File: src/rtl/ifu_pkg.sv
// rtl/ifu_pkg.sv - shared types and constants for the instruction fetch unit
package ifu_pkg;

    typedef enum logic [1:0] {
        IDLE  = 2'd0,
        REQ   = 2'd1,
        DRAIN = 2'd2
    } fetch_state_t;

    localparam int INS_BYTES = 3;

endpackage

File: src/rtl/ifu_fifo.sv
// rtl/ifu_fifo.sv - byte circular buffer with single-byte push and three-byte pop
module ifu_fifo
    import ifu_pkg::*;
#(
    parameter int DEPTH = 6
) (
    input  logic                       clk,
    input  logic                       rst_n,
    input  logic                       flush,
    input  logic                       push,
    input  logic [7:0]                 push_data,
    input  logic                       pop,
    output logic [$clog2(DEPTH+1)-1:0] count,
    output logic [23:0]                head
);

    localparam int CW = $clog2(DEPTH + 1);
    localparam int PW = $clog2(DEPTH);

    logic [7:0]    storage [DEPTH];
    logic [PW-1:0] wr_ptr;
    logic [PW-1:0] rd_ptr;
    logic [PW-1:0] rd_ptr_1;
    logic [PW-1:0] rd_ptr_2;
    logic          push_ok;
    logic          pop_ok;

    // A push into a full buffer or a pop of fewer than three bytes is ignored.
    assign push_ok = push && !flush && (count < CW'(DEPTH));
    assign pop_ok  = pop && !flush && (count >= CW'(INS_BYTES));

    // rd_ptr only ever lands on multiples of three, so the three head bytes never wrap.
    assign rd_ptr_1 = rd_ptr + PW'(1);
    assign rd_ptr_2 = rd_ptr + PW'(2);
    assign head     = {storage[rd_ptr_2], storage[rd_ptr_1], storage[rd_ptr]};

    // Byte storage is written without reset; validity is tracked by count alone.
    always_ff @(posedge clk) begin
        if (push_ok) begin
            storage[wr_ptr] <= push_data;
        end
    end

    // Pointer and occupancy bookkeeping; flush empties the buffer outright.
    always_ff @(posedge clk or negedge rst_n) begin
        if (!rst_n) begin
            wr_ptr <= '0;
            rd_ptr <= '0;
            count  <= '0;
        end else if (flush) begin
            wr_ptr <= '0;
            rd_ptr <= '0;
            count  <= '0;
        end else begin
            if (push_ok) begin
                wr_ptr <= (wr_ptr == PW'(DEPTH - 1)) ? '0 : wr_ptr + PW'(1);
            end
            if (pop_ok) begin
                rd_ptr <= (rd_ptr == PW'(DEPTH - INS_BYTES)) ? '0 : rd_ptr + PW'(INS_BYTES);
            end
            case ({push_ok, pop_ok})
                2'b10:   count <= count + CW'(1);
                2'b01:   count <= count - CW'(INS_BYTES);
                2'b11:   count <= count - CW'(INS_BYTES - 1);
                default: count <= count;
            endcase
        end
    end

endmodule

File: src/rtl/ifu.sv
// rtl/ifu.sv - instruction fetch unit: byte fetcher feeding a 24-bit instruction queue
module ifu
    import ifu_pkg::*;
#(
    parameter int          DEPTH    = 6,
    parameter logic [15:0] RESET_PC = 16'h0000
) (
    input  logic        clk,
    input  logic        rst,
    output logic        mem_req,
    output logic [15:0] mem_addr,
    input  logic        mem_ack,
    input  logic [7:0]  mem_rdata,
    input  logic        redirect,
    input  logic [15:0] redirect_pc,
    output logic        ins_valid,
    output logic [23:0] ins_raw,
    output logic [15:0] ins_pc,
    input  logic        ins_ready
);

    localparam int CW = $clog2(DEPTH + 1);

    fetch_state_t  state;
    logic [15:0]   fetch_pc;
    logic [15:0]   head_pc;
    logic [CW-1:0] count;
    logic [23:0]   head;
    logic          push;
    logic          pop;
    logic          has_room;

    // Only a non-redirected ack of a live request delivers a byte; redirect wins over pop.
    assign push     = (state == REQ) && mem_ack && !redirect;
    assign pop      = ins_valid && ins_ready && !redirect;
    assign has_room = count < CW'(DEPTH);

    assign ins_valid = count >= CW'(INS_BYTES);
    assign ins_raw   = ins_valid ? head : 24'h000000;
    assign ins_pc    = head_pc;

    ifu_fifo #(
        .DEPTH (DEPTH)
    ) u_fifo (
        .clk       (clk),
        .rst_n     (rst),
        .flush     (redirect),
        .push      (push),
        .push_data (mem_rdata),
        .pop       (pop),
        .count     (count),
        .head      (head)
    );

    // Memory request FSM: one outstanding byte read, stale replies drained after a redirect.
    always_ff @(posedge clk or negedge rst) begin
        if (!rst) begin
            state    <= IDLE;
            mem_req  <= 1'b0;
            mem_addr <= RESET_PC;
            fetch_pc <= RESET_PC;
        end else begin
            case (state)
                IDLE: begin
                    if (redirect) begin
                        fetch_pc <= redirect_pc;
                    end else if (has_room) begin
                        state    <= REQ;
                        mem_req  <= 1'b1;
                        mem_addr <= fetch_pc;
                    end
                end
                REQ: begin
                    if (redirect) begin
                        fetch_pc <= redirect_pc;
                        if (mem_ack) begin
                            state   <= IDLE;
                            mem_req <= 1'b0;
                        end else begin
                            state <= DRAIN;
                        end
                    end else if (mem_ack) begin
                        fetch_pc <= fetch_pc + 16'd1;
                        state    <= IDLE;
                        mem_req  <= 1'b0;
                    end
                end
                DRAIN: begin
                    if (redirect) begin
                        fetch_pc <= redirect_pc;
                    end
                    if (mem_ack) begin
                        state   <= IDLE;
                        mem_req <= 1'b0;
                    end
                end
                default: begin
                    state   <= IDLE;
                    mem_req <= 1'b0;
                end
            endcase
        end
    end

    // Address of the oldest queued byte follows redirects and instruction pops.
    always_ff @(posedge clk or negedge rst) begin
        if (!rst) begin
            head_pc <= RESET_PC;
        end else if (redirect) begin
            head_pc <= redirect_pc;
        end else if (pop) begin
            head_pc <= head_pc + 16'(INS_BYTES);
        end
    end

endmodule
File: config.mk
export PLATFORM = sky130hd
export DESIGN_NAME = ifu
export DESIGN_NICKNAME = d
export VERILOG_FILES = /design/src/rtl/ifu_pkg.sv /design/src/rtl/ifu_fifo.sv /design/src/rtl/ifu.sv
export SDC_FILE = /design/constraint.sdc
export NUM_CORES = 1
export LEC_CHECK = 0
export BUFFER_PORTS_ARGS = -buffer_cell sky130_fd_sc_hd__clkbuf_2
export CAP_MARGIN = 40
export CORE_MARGIN = 1
export CORE_UTILIZATION = 40
export DETAILED_ROUTE_END_ITERATION = 16
export HOLD_SLACK_MARGIN = 0.08
export SLEW_MARGIN = 10
export SYNTH_ARGS = -nofsm -noshare
export SYNTH_HDL_FRONTEND = slang
export SYNTH_SLANG_ARGS = --single-unit
export TNS_END_PERCENT = 50
File: constraint.sdc
create_clock -name clk -period 6.7 [get_ports clk]
set_input_delay 0.335 -clock clk [delete_from_list [all_inputs] [get_ports clk]]
set_output_delay 0.335 -clock clk [all_outputs]
set_load 0.01 [all_outputs]
==> out/summary.md <==
The run finished, with violations left. The final reports fail on DRC. Between clock sinks in the finished design, the worst skew comes to 0.0148 ns. The number of standard-cell rows in the floorplan came out at 44.

The worst setup path is launched from a flip-flop. The launching instance or port of the critical path is u_fifo.rd_ptr[2]. The pre-antenna-repair detailed-routing pass consisted of 12 iterations.

For the worst setup path, the data required time is 6.36 ns. The final setup slack of the worst path was 3.23 ns. The number of synthesized flops with an enable pin was 48. After the last flow step, the layout net total stands at 659. No sink is reached through more buffers than the 2 on the longest clock path. The wire length of the first global-routing pass is 23.5 mm. The floorplan step set the die width to 125 um. The run gives 0 as the antenna cell count. The worst setup path is captured at an output pin.

Timing would allow up to 0.288 GHz. The run gives 0 as the final-report max-slew violation count. Across the run, the number of max-cap violations was 0. Setup repair after global routing left no endpoint under its margin. The number of antenna violations at the first check in global routing was 0. Clock tree synthesis found a total of 108 sinks. Entering global routing, the biggest net connects 61 pins. In this run the number of cells on the critical path is 6. In this run the count of I/O pins placed on the die edge is 87. The area share of the largest cell type after synthesis was 0.246; the initial cell density of the core was 0.415.

TritonCTS built the clock tree. The signal on the critical path passes through clkinv_1 -> ha_1 -> nor2_1 -> a21oi_1 -> nor2_1 -> clkbuf_2. The top flip-flop cell by instance count after synthesis was sky130_fd_sc_hd__dfrtp_1. For the worst-case setup slack after placement, the log shows 3.62 ns.

Setup total negative slack on the finished layout was measured at 0 ns. After filler insertion, the fill cell instance count of the layout stands at 1303. The Yosys step of the flow raised 0 warnings. Distinct cell type count of the synthesized netlist: 51.

The logs give 15700 um2 for the full die area and 0 for the count of nets left with antenna violations after detail routing. The final core utilization is 0.479. The worst path arrival time is 3.14 ns, and the core region area is 14700 um2. The H-tree generated during clock tree synthesis spans 3 levels.

The run gives 0.391 as the worst slew margin relative to its limit. The tools report the detailed placer's ending HPWL as 10.3 mm. The standard cell with the maximum stage delay on the critical path was sky130_fd_sc_hd__dfrtp_1. For the TritonCTS buffer count, the log shows 9. The total standard cell area after synthesis was 6100 um2; the final hold violation count was 0.

The average via count per standard cell works out to 5.76. The worst setup path is of the reg -> out kind. For the internal reg-to-reg setup slack, the log shows 4.07 ns. After synthesis, the cell types taking the most area are sky130_fd_sc_hd__dfrtp_1 25%, sky130_fd_sc_hd__edfxtp_1 24%, sky130_fd_sc_hd__mux4_2 12%. After global routing the overflow that remains totals 0.

The floorplan step set the die height to 125 um. The commonest cells after synthesis are 60 x sky130_fd_sc_hd__dfrtp_1, 57 x sky130_fd_sc_hd__nand2_1, 48 x sky130_fd_sc_hd__edfxtp_1. The net count after synthesis is 587. On the worst path, the slowest cell contributes a delay of 0.94 ns. The design draws 2.40 mW. Summed over all instances, the cell type with the most area after synthesis is sky130_fd_sc_hd__dfrtp_1.

Following the worst setup path forward leads to its endpoint at ins_raw[12]. In the final routed layout, each cell accounts on average for 18.1 um. Setup violations remaining at the end of the flow were counted as 0.

The transition time at the pin with the least slew margin came out at 0.913 ns. Synthesis inferred 108 register bits. Post-CTS repair changed the size of 0 cells. At the end of routability-driven placement, the weighted congestion stood at 0.843.

The minimum period implied by the final worst setup slack is 3.47 ns, and the violation count after the first detailed-route iteration is 279. The hold-fix buffer count after cts is 0. The most common cell in the synthesized netlist is sky130_fd_sc_hd__dfrtp_1.

After the flow finishes, the layout carries non-filler instances totaling 805. The final hold slack is 0.136 ns. The final layout contains routed wiring with a total length of 14.6 mm. After detailed placement, the total cell area comes to 6750 um2. Counting both buffers and inverters, the worst setup path holds a total of 2.

The endpoint identified for the worst register-to-register timing path is u_fifo.rd_ptr[2]. The number of cells traversed by the worst register-to-register path works out to 4. For the aggregate global-route resource usage, the log shows 0.194. The tools report the insertion delay to the later sink of the worst-skew pair as 0.35 ns. Counting stages on the worst path, the most repeated cell is sky130_fd_sc_hd__nor2_1. The relative area change from synthesis to final layout came out at 15.5%. Detailed routing inserted a total of 4635 vias. The number of buffers added on ports was 86; the fraction of registers with async set or reset after synthesis was 0.556. The worst flop-to-flop path startpoint is u_fifo.rd_ptr[2].

The tree is rooted in a sky130_fd_sc_hd__clkbuf_16. The tools report the number of global-route vias before repair as 4411. Clock slew seen by the registers of the worst setup and hold paths: 0.08 ns. Grouping stages by cell kind, the critical path spends the most delay in flip-flops.

VDD sags by at most 0.210 mV. The path class of the tightest hold or removal check is in -> async. The sequential cell area fraction in the yosys report was 0.483; the design area was 7040 um2. The average cell area after synthesis is 11.2 um2. The power density relative to cell area is 340 nW/um2, and the buffer count from post-CTS setup fixing is 0. The final clock period utilization by the worst path was 0.518; the static power due to leakage was 2.68 nW. The fraction of layout instances using a drive strength above 1 was 0.282; the largest driver fanout on the critical path was 28.

The tools report the DRC violation count after routing as 4. Count of mapped cells out of synthesis: 544. Instance count after placement with tap cells included: 789.
## layout make-up
cell class | instances | area [um2] | share of cell area
multi-input combinational | 386 | 2990 | 0.424
sequential | 108 | 2940 | 0.418
timing repair buffer | 98 | 536 | 0.0761
tap | 184 | 230 | 0.0327
clock buffer | 10 | 229 | 0.0325
clock inverter | 6 | 63.8 | 0.00907
inverter | 13 | 48.8 | 0.00693
## sequential cells by signal (all words and copies together) (netlist names)
signal	cells
u_fifo.storage	48
fetch_pc	16
ins_pc	16
mem_addr	16
u_fifo.count	3
u_fifo.rd_ptr	3
u_fifo.wr_ptr	3
state	2
mem_req	1
## placed cells by master (no fill, tap or decap), types with 6 or more instances in the layout
cell type and n:
sky130_fd_sc_hd__nor4_1 7, sky130_fd_sc_hd__inv_1 12, sky130_fd_sc_hd__buf_4 10, sky130_fd_sc_hd__o31ai_1 7
sky130_fd_sc_hd__mux4_2 32, sky130_fd_sc_hd__ha_1 14, sky130_fd_sc_hd__nand4_1 6, sky130_fd_sc_hd__o21ai_0 29
sky130_fd_sc_hd__a211oi_1 10, sky130_fd_sc_hd__or3_1 6, sky130_fd_sc_hd__mux2_2 18, sky130_fd_sc_hd__a21oi_1 37
sky130_fd_sc_hd__nand2_1 57, sky130_fd_sc_hd__nor2_1 43, sky130_fd_sc_hd__nand3_1 19, sky130_fd_sc_hd__clkbuf_2 86
sky130_fd_sc_hd__xnor2_1 8, sky130_fd_sc_hd__mux2i_1 22, sky130_fd_sc_hd__clkbuf_16 9, sky130_fd_sc_hd__a31oi_1 9
sky130_fd_sc_hd__edfxtp_1 48, sky130_fd_sc_hd__dfrtp_1 59
## logic make-up (layout without fill, tap and decap cells)
kind of cell	count (synthesis)	in the layout	synth area share
and+or+nand+nor	179	179	0.143
AOI/OAI and AO/OA	113	113	0.113
DFF	108	108	0.483
muxes	72	72	0.188
buffers and inverters	50	127	0.0330
adders and majority gates	14	14	0.0287
xor gates and xnor gates	8	8	0.0115
## worst register-to-register path, stage by stage (launching register included)
cell and delay [ns]:
sky130_fd_sc_hd__dfrtp_1 0.94, sky130_fd_sc_hd__clkinv_1 0.56, sky130_fd_sc_hd__ha_1 0.39, sky130_fd_sc_hd__or4_1 0.50
sky130_fd_sc_hd__a21oi_1 0.16
## worst min-delay path by stage
stage / endpoint / from / slack [ns]
after floorplan: fetch_pc[0] / rst / 0.04
after global placement: mem_addr[11] / mem_addr[11] / 0.49
after detailed placement: mem_addr[12] / mem_addr[12] / 0.49
after CTS: mem_addr[12] / rst / 0.18
after global routing: mem_addr[12] / rst / 0.21
final: mem_addr[12] / rst / 0.14
## power by group
part	internal, mW	total [mW]	switching (mW)	leakage [nW]
Clock	0.290	0.526	0.236	0.139
Combinational	0.414	0.892	0.478	1.40
Sequential	0.830	0.978	0.149	1.14
Total	1.53	2.40	0.862	2.68
## routing by layer
metal | up-vias | routed length, um | GRT usage
met3 | 19 | 646 | 0.0244
li1 | 2200 | - | -
met1 | 2298 | 6660 | 0.263
met4 | 0 | 327 | 0.0868
met2 | 118 | 6940 | 0.311
met5 | - | 0 | 0
Power figures use the tool's default switching activity.
